--- config.mk ---
export PLATFORM = sky130hd
export DESIGN_NAME = jtsdram_sched
export DESIGN_NICKNAME = d
export VERILOG_FILES = /design/src/rtl/jtsdram_sched.sv
export SDC_FILE = /design/constraint.sdc
export NUM_CORES = 1
export LEC_CHECK = 0
export ABC_AREA = 1
export CORE_MARGIN = 4
export CORE_UTILIZATION = 48
export DETAILED_ROUTE_END_ITERATION = 10
export HOLD_SLACK_MARGIN = 0.1
export PLACE_DENSITY = 0.85
export SETUP_SLACK_MARGIN = 0.5
export SLEW_MARGIN = 20
export SYNTH_ARGS = -nofsm -noshare
export SYNTH_HDL_FRONTEND = slang
export SYNTH_SLANG_ARGS = --single-unit
--- constraint.sdc ---
create_clock -name clk -period 1.8 [get_ports clk]
set_clock_uncertainty 0.05 [all_clocks]
set_input_delay 0.27 -clock clk [delete_from_list [all_inputs] [get_ports clk]]
set_output_delay 0.27 -clock clk [all_outputs]
set_load 0.01 [all_outputs]
--- src/rtl/jtsdram_sched.sv ---
// Lock-step pass scheduler for the SDRAM bank testers: launches passes, cycles the access mode,
// and folds tester bad flags into pass/error counters. Optional watchdog: define JTSDRAM_WDOG_EN.
module jtsdram_sched #(
    parameter int BANKS  = 4,
    parameter int TOUT_W = 24
) (
    input  logic             clk,
    input  logic             rst_n,
    input  logic             run,
    input  logic [BANKS-1:0] en_mask,
    input  logic [BANKS-1:0] done,
    input  logic [BANKS-1:0] bad,
    output logic [BANKS-1:0] start,
    output logic             we,
    output logic             slow,
    output logic             busy,
    output logic [15:0]      pass_cnt,
    output logic [7:0]       err_cnt,
    output logic [BANKS-1:0] bad_seen,
    output logic             tout
);

    typedef enum logic [2:0] {IDLE, LAUNCH, SETTLE, RUN, CHECK} state_t;

    state_t           state_q, state_d;
    logic [BANKS-1:0] mask_q, mask_d;
    logic [BANKS-1:0] start_q, start_d;
    logic [BANKS-1:0] seen_q, seen_d;
    logic [1:0]       mi_q, mi_d;
    logic [15:0]      pass_q, pass_d;
    logic [7:0]       err_q, err_d;
    logic             go_launch;
    logic             all_done;
    logic             new_bad;
    logic             wd_fire;
    logic             wd_err;

    // Banks outside the latched mask count as finished so a dead, disabled tester cannot stall a pass.
    assign all_done = &(done | ~mask_q);
    assign new_bad  = |(bad & mask_q & ~seen_q);

`ifdef JTSDRAM_WDOG_EN
    logic [TOUT_W-1:0] wd_q, wd_d;
    logic              tout_q, tout_d;
    logic              wdf_q, wdf_d;

    assign wd_fire = (state_q == RUN) && !all_done && (&wd_q);

    always_comb begin
        wd_d   = wd_q;
        tout_d = tout_q;
        wdf_d  = wdf_q;
        if (state_q == LAUNCH) begin
            wd_d  = '0;
            wdf_d = 1'b0;
        end else if (state_q == RUN) begin
            if (wd_fire) begin
                tout_d = 1'b1;
                wdf_d  = 1'b1;
            end else begin
                wd_d = wd_q + 1'b1;
            end
        end
    end

    always_ff @(posedge clk or negedge rst_n) begin
        if (!rst_n) begin
            wd_q   <= '0;
            tout_q <= 1'b0;
            wdf_q  <= 1'b0;
        end else begin
            wd_q   <= wd_d;
            tout_q <= tout_d;
            wdf_q  <= wdf_d;
        end
    end

    assign wd_err = wdf_q;
    assign tout   = tout_q;
`else
    logic [TOUT_W-1:0] wdog_unused;
    assign wdog_unused = '0;
    assign wd_fire     = 1'b0;
    assign wd_err      = 1'b0;
    assign tout        = 1'b0;
`endif

    always_comb begin
        state_d   = state_q;
        mask_d    = mask_q;
        start_d   = '0;
        seen_d    = seen_q;
        mi_d      = mi_q;
        pass_d    = pass_q;
        err_d     = err_q;
        go_launch = 1'b0;
        case (state_q)
            IDLE:    if (run && (|en_mask)) go_launch = 1'b1;
            LAUNCH:  state_d = SETTLE;
            // Testers still present the previous pass's done here, so it is not looked at.
            SETTLE:  state_d = RUN;
            RUN:     if (all_done || wd_fire) state_d = CHECK;
            CHECK: begin
                seen_d = seen_q | (bad & mask_q);
                if ((new_bad || wd_err) && (err_q != 8'hFF)) err_d = err_q + 8'd1;
                pass_d = pass_q + 16'd1;
                mi_d   = mi_q + 2'd1;
                if (run) go_launch = 1'b1;
                else     state_d   = IDLE;
            end
            default: state_d = IDLE;
        endcase
        // Mask and start are registered together so start in LAUNCH equals the latched mask.
        if (go_launch) begin
            state_d = LAUNCH;
            mask_d  = en_mask;
            start_d = en_mask;
        end
    end

    always_ff @(posedge clk or negedge rst_n) begin
        if (!rst_n) begin
            state_q <= IDLE;
            mask_q  <= '0;
            start_q <= '0;
            seen_q  <= '0;
            mi_q    <= 2'd0;
            pass_q  <= 16'd0;
            err_q   <= 8'd0;
        end else begin
            state_q <= state_d;
            mask_q  <= mask_d;
            start_q <= start_d;
            seen_q  <= seen_d;
            mi_q    <= mi_d;
            pass_q  <= pass_d;
            err_q   <= err_d;
        end
    end

    assign start    = start_q;
    assign we       = mi_q[0];
    assign slow     = mi_q[1];
    assign busy     = (state_q != IDLE);
    assign pass_cnt = pass_q;
    assign err_cnt  = err_q;
    assign bad_seen = seen_q;

endmodule

Word-level counts from Yosys, hierarchy flattened
Cells that the tools add are included.
{"block": "classes", "eq_ne": 8, "mux": 8, "n_bitwise": 6, "n_addsub": 3, "n_reduce_logical": 9}
{"op": "16-bit by 1-bit adder with 16-bit output, second input constant", "n": 1}
{"op": "3-bit one-hot mux with 5 select lines", "n": 1}
{"op": "3-bit 2-to-1 mux", "n": 3}
{"op": "8-bit by 1-bit adder with 8-bit output, second input constant", "n": 1}
{"op": "4-bit AND", "n": 2}
{"op": "8-bit inequality test, second input constant", "n": 1}
{"op": "4-bit inverter", "n": 2}
{"op": "4-bit bitwise OR", "n": 2}
{"op": "4-bit OR reduction", "n": 2}
{"op": "3-bit by 2-bit == test with 1-bit output, second input constant", "n": 2}
{"op": "3-bit inequality test, second input constant", "n": 2}
{"op": "4-bit 2-to-1 mux", "n": 1}
{"op": "4-bit AND reduction", "n": 1}
{"op": "3-bit by 1-bit == test with 1-bit output, second input constant", "n": 1}
{"op": "3-bit == test, second input constant", "n": 1}
{"op": "3-bit logical NOT", "n": 1}
{"op": "3-bit AND reduction", "n": 1}
{"op": "3-bit nonzero test", "n": 1}
{"op": "2-bit by 1-bit adder with 2-bit output, second input constant", "n": 1}
{"op": "1-bit logical AND", "n": 2}
{"op": "1-bit 2-to-1 mux", "n": 2}
{"op": "2-bit inequality test, second input constant", "n": 1}
{"op": "1-bit one-hot mux with 2 select lines", "n": 1}
{"op": "2-bit AND reduction", "n": 1}
{"block": "word_totals", "out_inout_bits": 36, "ff_bits": 41, "wordCells": 41, "inputBits": 15}

Depth between registers and ports, before layout
Gate-level depths: netlist of run 1.
{"block": "logic_depth", "depth_word": 6, "mapped_depth": 9, "mapped_depth_nobuf": 9}

Least setup slack after synthesis of run 1
Ideal clock, no wire load.
{"block": "synth_path", "path_kind": "register -> register", "from": "register pass_q[0], in the netlist pass_cnt[0]", "to": "register pass_q[12], in the netlist pass_cnt[12]", "synth_period_minus_slack_ns": 1.387, "stages_incl_launch_ff": 7, "path_buffers": 0, "setup_time_ns": 0.123, "arrival_time_ns": 1.214, "path_slack_ns": 0.413, "required_ns": 1.627, "cell_sequence": "dfrtp_1 ha_1 nand2_1 nor2_1 nand3_1 o21ai_0 nand2_1"}
{"block": "synth_between", "elab_chain_cells": 1}
{"item": "start, declared", "line_no": "30", "text": "logic [15:0] pass_q, pass_d;"}
{"item": "start signal, assigned", "line_no": "136", "text": "pass_q <= pass_d;"}
{"item": "16-bit by 1-bit adder with 16-bit output", "line_no": "106", "text": "pass_d = pass_q + 16'd1;"}
No other way between the ends.
A chain may end at the register's enable or synchronous reset.

Final worst setup path of run 1
{"block": "layout_path", "from": "register err_q[0], in the netlist err_cnt[0]", "to": "register err_q[2], in the netlist err_cnt[2]"}
{"block": "layout_between", "elab_chain_cells": 3, "word_cells_on_any_way": 4, "cone_classes": "add/sub (1); eq/ne (1); reduce/logical (2)"}
{"item": "start, declared", "line_no": "31", "text": "logic [7:0] err_q, err_d;"}
{"item": "start signal, assigned", "line_no": "137", "text": "err_q <= err_d;"}
{"item": "branches (longest 3 deep; another with 8-bit by 1-bit adder with 8-bit output)"}
Parallel ways; which one is timed is not known.

==> impl_metrics.env, run 1 <==
export IMPL_status="complete, no violations"
export IMPL_ys_flop_type="dfrtp_1"
export IMPL_clkSinkCount=41
export IMPL_cts_tree="yes"
export IMPL_layout_commonest_cell="nand2_1"
export IMPL_drt_iter0_markers=104
export IMPL_fmax_ghz=0.690
export IMPL_io_pins=51
export IMPL_place_area_um2=2530
export IMPL_cp_endpoint="err_cnt[2]"
export IMPL_reg2regPathDepth=9
export IMPL_mostFrequentLayoutCells="nand2_1 (70), buf_4 (40), dfrtp_1 (39)"
export IMPL_syn_nets=252
export IMPL_period_share_pct=80.5
export IMPL_worstHoldPathType="flop to flop"
export IMPL_startpoint="err_cnt[0]"
export IMPL_wire_per_inst_um=13.1
export IMPL_max_stage_delay_ns=0.40
export IMPL_slew_viol_final=0
export IMPL_vdd_drop_max_uv=729
export IMPL_ys_types=26
export IMPL_port_buffer_count=49
export IMPL_clock_latency_ns=0.29
export IMPL_nets=352
export IMPL_ff2ff_setup_slack_ns=0.35
export IMPL_first_pass_iters=4
export IMPL_ctsLongestPathBuffers=2
export IMPL_critPathCaptureType="flop"
export IMPL_cp_data_arrival_time_ns=1.62
export IMPL_reg2reg_to="err_cnt[2]"
export IMPL_antenna_found_initial=0
export IMPL_hpwlAfterDp_mm=2.94
export IMPL_start_util_pct=49.6
export IMPL_ant_nets=0
export IMPL_grt_use_met3_pct=4.71
export IMPL_netlist_area_um2=2000
export IMPL_async_flop_share_pct=100
export IMPL_fin_hold_ws_ns=0.454
export IMPL_cap_violations=0
export IMPL_synth_edf_count=0
export IMPL_synth_seq_cells=41
export IMPL_chipWidth_um=72.5
export IMPL_cp_cell_sequence="buf_6 -> ha_4 -> nand3_4 -> nor2_4 -> nand2_2 -> nand2_2 -> nor2_4 -> nand2_1 -> nand2_1"
export IMPL_path_class="flop to flop"
export IMPL_syn_area_per_cell_um2=8.51
export IMPL_r2r_start="err_cnt[0]"
export IMPL_die_h_um=72.5
export IMPL_cp_max_fo=8
export IMPL_cts_root_buf="clkbuf_8"
export IMPL_area_growth_pct=51.8
export IMPL_min_period_ns=1.45
export IMPL_placed_cells=332
export IMPL_gp_congestion=0.772
export IMPL_die_area_um2=5260
export IMPL_antenna_cells=0
export IMPL_tns_ns=0
export IMPL_relSlewSlack_pct=66.2
export IMPL_detail_route_wirelength_mm=5.04
export IMPL_synth_yosys_seq_area_share_pct=51.3
export IMPL_rsz0062_at_grt="yes"
export IMPL_use_met2_pct=32.5
export IMPL_grt_pass1_wl_mm=7.76
export IMPL_cp_data_required_time_ns=1.97
export IMPL_power_density_nw_per_um2=984
export IMPL_fin_cells=384
export IMPL_max_slew_worst_pin_slew_ns=0.506
export IMPL_grtUsageTotal_pct=19.1
export IMPL_grt_pass1_vias=1768
export IMPL_hold_viol_final=0
export IMPL_drive_gt1_share_pct=26.3
export IMPL_crit_slowest_cell="dfrtp_1"
export IMPL_p_leak_nw=1.58
export IMPL_num_rows=23
export IMPL_postSynthCellCount=235
export IMPL_start_kind="flop"
export IMPL_via_count=1888
export IMPL_viasPerCell=4.92
export IMPL_clkTransAtPathRegs_ns=0.08
export IMPL_numCtsBuffers=5
export IMPL_setup_viol=0
export IMPL_cts_max_level=2
export IMPL_grtUsageMet1_pct=22.8
export IMPL_core_area_um2=4030
export IMPL_fin_area_um2=3040
export IMPL_grt_start_max_net_pins=42
export IMPL_fin_util_pct=75.3
export IMPL_grt_overflow_total=0
export IMPL_remaining_drc_errors=0
export IMPL_synth_warning_count=0
export IMPL_busiest_layer="met2"
-- sequential cells by signal, indices dropped and copies added, names as in the netlist --
name and count:
mask_q 4, start 4, mi_q 2, state_q 3, pass_cnt 16, bad_seen 4, err_cnt 8
-- critical path, delay by kind of cell (launching register included) --
kind | cells | cell delay, ns
and+or+nand+nor | 7 | 0.64
DFF | 1 | 0.40
adders and majority gates | 1 | 0.17
buffers and inverters | 1 | 0.13
-- power by group --
group | internal (W) | switching, W
Sequential | 0.00110 | 0.000159
Combinational | 0.000601 | 0.000571
Clock | 0.000255 | 0.000295
Total | 0.00196 | 0.00102
-- synthesized netlist by cell type, types with 2 or more instances --
cell	count	area share, %
nand2_1	73	14
dfrtp_1	41	51
nor2_1	27	5.1
inv_1	24	4.5
nand3_1	13	3.3
xor2_1	10	4.4
xnor2_1	8	3.5
nand4_1	4	1.3
nor3_1	4	1.0
o21ai_0	4	1.0
nor2_4	3	1.7
o21ai_1	3	0.75
buf_6	2	1.1
ha_1	2	1.3
nand2_2	2	0.63
nand2_4	2	1.1
nor2_2	2	0.63
o21bai_1	2	0.75
o22ai_1	2	0.63
-- how the worst min path moves through the flow --
stage	from	endpoint	depth (start not counted)
global route	bad_seen[2]	bad_seen[2]	1
global placement	rst_n	start[3]	2
detailed placement	rst_n	start[2]	2
CTS	mi_q[1]	mi_q[1]	1
finish	bad_seen[2]	bad_seen[2]	1
floorplan	rst_n	bad_seen[0]	0
-- through the flow --
stage / worst slack, ns / power, W
after floorplan: 0.445 / 0.00175
after global placement: 0.268 / 0.00210
after detailed placement: 0.227 / 0.00213
after CTS: 0.322 / 0.00280
after global routing: 0.269 / 0.00317
final: 0.351 / 0.00299
-- cells by family after synthesis --
family,Yosys count,share of synthesized area (%)
AOI/OAI and AO/OA,11,3.13
xor gates and xnor gates,18,7.88
adders and majority gates,2,1.25
buffers and inverters,29,6.45
DFF,41,51.3
other,1,0.188
and+or+nand+nor,133,29.8
-- area by class of cell --
class,instances,area [µm²]
sequential,41,1030
fill,280,993
multi-input combinational,166,946
timing repair buffer,95,822
inverter,26,103
clock buffer,5,68.8
tap,50,62.6
clock inverter,1,5.00
-- routing by layer --
layer,wire (µm),part of all wire [%]
met5,0,0
met4,110,2.2
met3,315,6.3
met2,2580,51
met1,2030,40
-- timing repair --
item / in CTS / in global routing
endpoints found under the setup margin: 54 / 50
hold buffers: 1 / 0
endpoints found under the hold margin: 41 / 0
resized for setup: 55 / 41
gates cloned: 0 / 1
pin swaps: 7 / 14
buffers inserted: 30 / 14
No activity file was read; power rests on OpenSTA's default activity.
==> run 2, diff against run 1 <==
==> constraint.sdc (replaced) <==
create_clock -name clk -period 1.44 [get_ports clk]
set_clock_uncertainty 0.05 [all_clocks]
set_input_delay 0.216 -clock clk [delete_from_list [all_inputs] [get_ports clk]]
set_output_delay 0.216 -clock clk [all_outputs]
set_load 0.01 [all_outputs]
==> run 2 against run 1 <==
Net effect: the flow now finishes with violations (negative setup slack); routed wire length grew 35%; sequential cell count is the same; count of clock-buffer cells in the layout grew 1; setup slack lost 0.37 ns; sequential power rose by 29%; first-iteration DRC count increased by 7.7%; die area did not move; design area increased by 11%; register-to-register slack got worse by 0.37 ns; total power grew 61%; global-route usage rose by 3.1 points; utilization rose by 8.0 points; critical endpoint is now busy; largest cell class is now multi-input combinational cells; highest routed layer unchanged.
==> impl_metrics.env, run 2 (synthesis results as in run 1) <==
export IMPL_fin_util_pct=83.3
export IMPL_via_count=2095
export IMPL_grt_overflow_total=0
export IMPL_start_util_pct=49.6
export IMPL_grt_pass1_wl_mm=9.04
export IMPL_clkTransAtPathRegs_ns=0.09
export IMPL_remaining_drc_errors=0
export IMPL_p_clk_share_pct=20.8
export IMPL_io_pins=51
export IMPL_clock_latency_ns=0.31
export IMPL_drive_gt1_share_pct=47.8
export IMPL_ff2ff_setup_slack_ns=-0.02
export IMPL_largest_reg_flops=16
export IMPL_hold_viol_final=0
export IMPL_grtUsageTotal_pct=22.2
export IMPL_combPwrFrac_pct=45.3
export IMPL_crit_slowest_cell="dfrtp_1"
export IMPL_num_rows=23
export IMPL_numCtsBuffers=5
export IMPL_drt_iter0_markers=112
export IMPL_cts_max_level=2
export IMPL_gp_congestion=0.787
export IMPL_grt_pass1_vias=2002
export IMPL_wire_per_inst_um=17.1
export IMPL_pre_cts_slack_ns=-0.0813
export IMPL_startpoint="state_q[1]"
export IMPL_area_growth_pct=67.8
export IMPL_violations="negative setup slack"
export IMPL_detail_route_wirelength_mm=6.80
export IMPL_cts_root_buf="clkbuf_8"
export IMPL_p_int_w=0.00308
export IMPL_power_w=0.00480
export IMPL_timing_final_ws_setup_ns=-0.0213
export IMPL_cts_tree="yes"
export IMPL_antenna_cells=0
export IMPL_fin_cells=397
export IMPL_vdd_drop_max_uv=1010
export IMPL_slew_viol_final=0
export IMPL_fill_cells=214
export IMPL_p_leak_nw=1.75
export IMPL_nets=363
export IMPL_cp_max_fo=2
export IMPL_cp_data_required_time_ns=1.17
export IMPL_period_share_pct=101
export IMPL_critPathCaptureType="primary output"
export IMPL_rsz0062_at_grt="yes"
export IMPL_power_density_nw_per_um2=1430
export IMPL_reg2regPathDepth=10
export IMPL_setup_viol=5
export IMPL_worstHoldPathType="primary input to async pin"
export IMPL_start_kind="flop"
export IMPL_swShare_pct=35.9
export IMPL_path_class="flop to primary output"
export IMPL_die_h_um=72.5
export IMPL_placed_cells=339
export IMPL_fmax_ghz=0.684
export IMPL_cp_data_arrival_time_ns=1.20
export IMPL_chipWidth_um=72.5
export IMPL_core_area_um2=4030
export IMPL_cp_endpoint="busy"
export IMPL_p_switching_w=0.00172
export IMPL_clkSinkCount=41
export IMPL_first_pass_iters=4
export IMPL_fin_hold_ws_ns=0.345
export IMPL_cap_violations=0
export IMPL_min_period_ns=1.46
export IMPL_power_frac_seq_pct=33.8
export IMPL_cp_cell_sequence="nor2_4 -> buf_4 -> nand2_1 -> buf_6"
export IMPL_die_area_um2=5260
export IMPL_ant_nets=0
export IMPL_antenna_found_initial=0
export IMPL_status="finished with violations"
export IMPL_reg2reg_to="err_cnt[1]"
export IMPL_layout_commonest_cell="nand2_1"
export IMPL_mostFrequentLayoutCells="nand2_1 (55), buf_4 (39), dfrtp_1 (37)"
export IMPL_max_stage_delay_ns=0.42
export IMPL_port_buffer_count=49
export IMPL_ctsLongestPathBuffers=2
export IMPL_grt_start_max_net_pins=42
export IMPL_hpwlAfterDp_mm=3.20
export IMPL_viasPerCell=5.28
export IMPL_r2r_start="state_q[1]"
==> run 2: cell count changes in the layout (fill, tap and decap cells not counted), sizes merged <==
cell and delta:
clkinv -1, bufinv +1, buf +44, dlygate4sd2 -10
clkbuf -3, clkdlybuf4s15 -19, clkinvlp +1
==> run 2: worst max-delay path: cells and delay by family, from the launching register on <==
| family | cells | cell delay, ns |
|---|---|---|
| flip-flops | 1 | 0.42 |
| buffers and inverters | 2 | 0.27 |
| AND/OR/NAND/NOR | 2 | 0.21 |
==> run 2: per-layer routing <==
metal / share of wire, % / routed length [µm] / track usage [%]
met5: 0 / 0 / 0
met2: 53 / 3630 / 39.5
met4: 3.9 / 262 / 8.81
met3: 6.4 / 434 / 5.40
met1: 36 / 2470 / 25.5
==> run 2: area by class of cell <==
cell class	instances	area [µm²]	share of cell area (%)
tap	50	62.6	1.86
sequential	41	1030	30.7
multi-input combinational	166	1130	33.6
clock inverter	2	37.5	1.12
clock buffer	6	82.6	2.46
timing repair buffer	106	903	26.9
inverter	26	110	3.28
==> run 2: what timing repair did <==
item / 4_1_cts / 5_1_grt
gates resized for setup: 177 / 42
setup endpoints to repair: 76 / 76
hold buffers: 1 / 0
pin swaps: 27 / 15
endpoints found under the hold margin: 41 / 0
cloned: 1 / 0
setup buffers: 37 / 11
==> run 2: power by group through the flow <==
stage | combinational (W) | clock (W) | sequential, W
6_report | 0.00218 | 0.00100 | 0.00162
4_1_cts | 0.00165 | 0.000990 | 0.00156
2_1_floorplan | 0.000601 | 0 | 0.00167
5_1_grt | 0.00231 | 0.00105 | 0.00165
3_5_place_dp | 0.00124 | 0 | 0.00161
3_3_place_gp | 0.00121 | 0 | 0.00160
==> run 2: worst min-delay path by stage <==
stage	start	to	slack [ns]
floorplan	rst_n	bad_seen[0]	-0.13
global placement	rst_n	pass_cnt[15]	0.15
detailed placement	rst_n	pass_cnt[6]	0.15
CTS	rst_n	pass_cnt[2]	0.37
global route	rst_n	pass_cnt[4]	0.39
finish	rst_n	pass_cnt[4]	0.35
==> run 2: through the flow <==
step                setup TNS, ns  area [µm²]
global route                -1.04        3360
CTS                             0        3090
finish                    -0.0613        3360
floorplan                       0        2060
detailed placement         -0.758        2660
global placement           -0.392        2660
==> run 3, diff against run 2 <==
--- a/config.mk
+++ b/config.mk
@@ -6,6 +6,7 @@
 export NUM_CORES = 1
 export LEC_CHECK = 0
 export ABC_AREA = 1
+export CAP_MARGIN = 20
 export CORE_MARGIN = 4
 export CORE_UTILIZATION = 48
 export DETAILED_ROUTE_END_ITERATION = 10
==> results of run 3 <==
Final layout, timing and power as in run 2 (identical DEF).
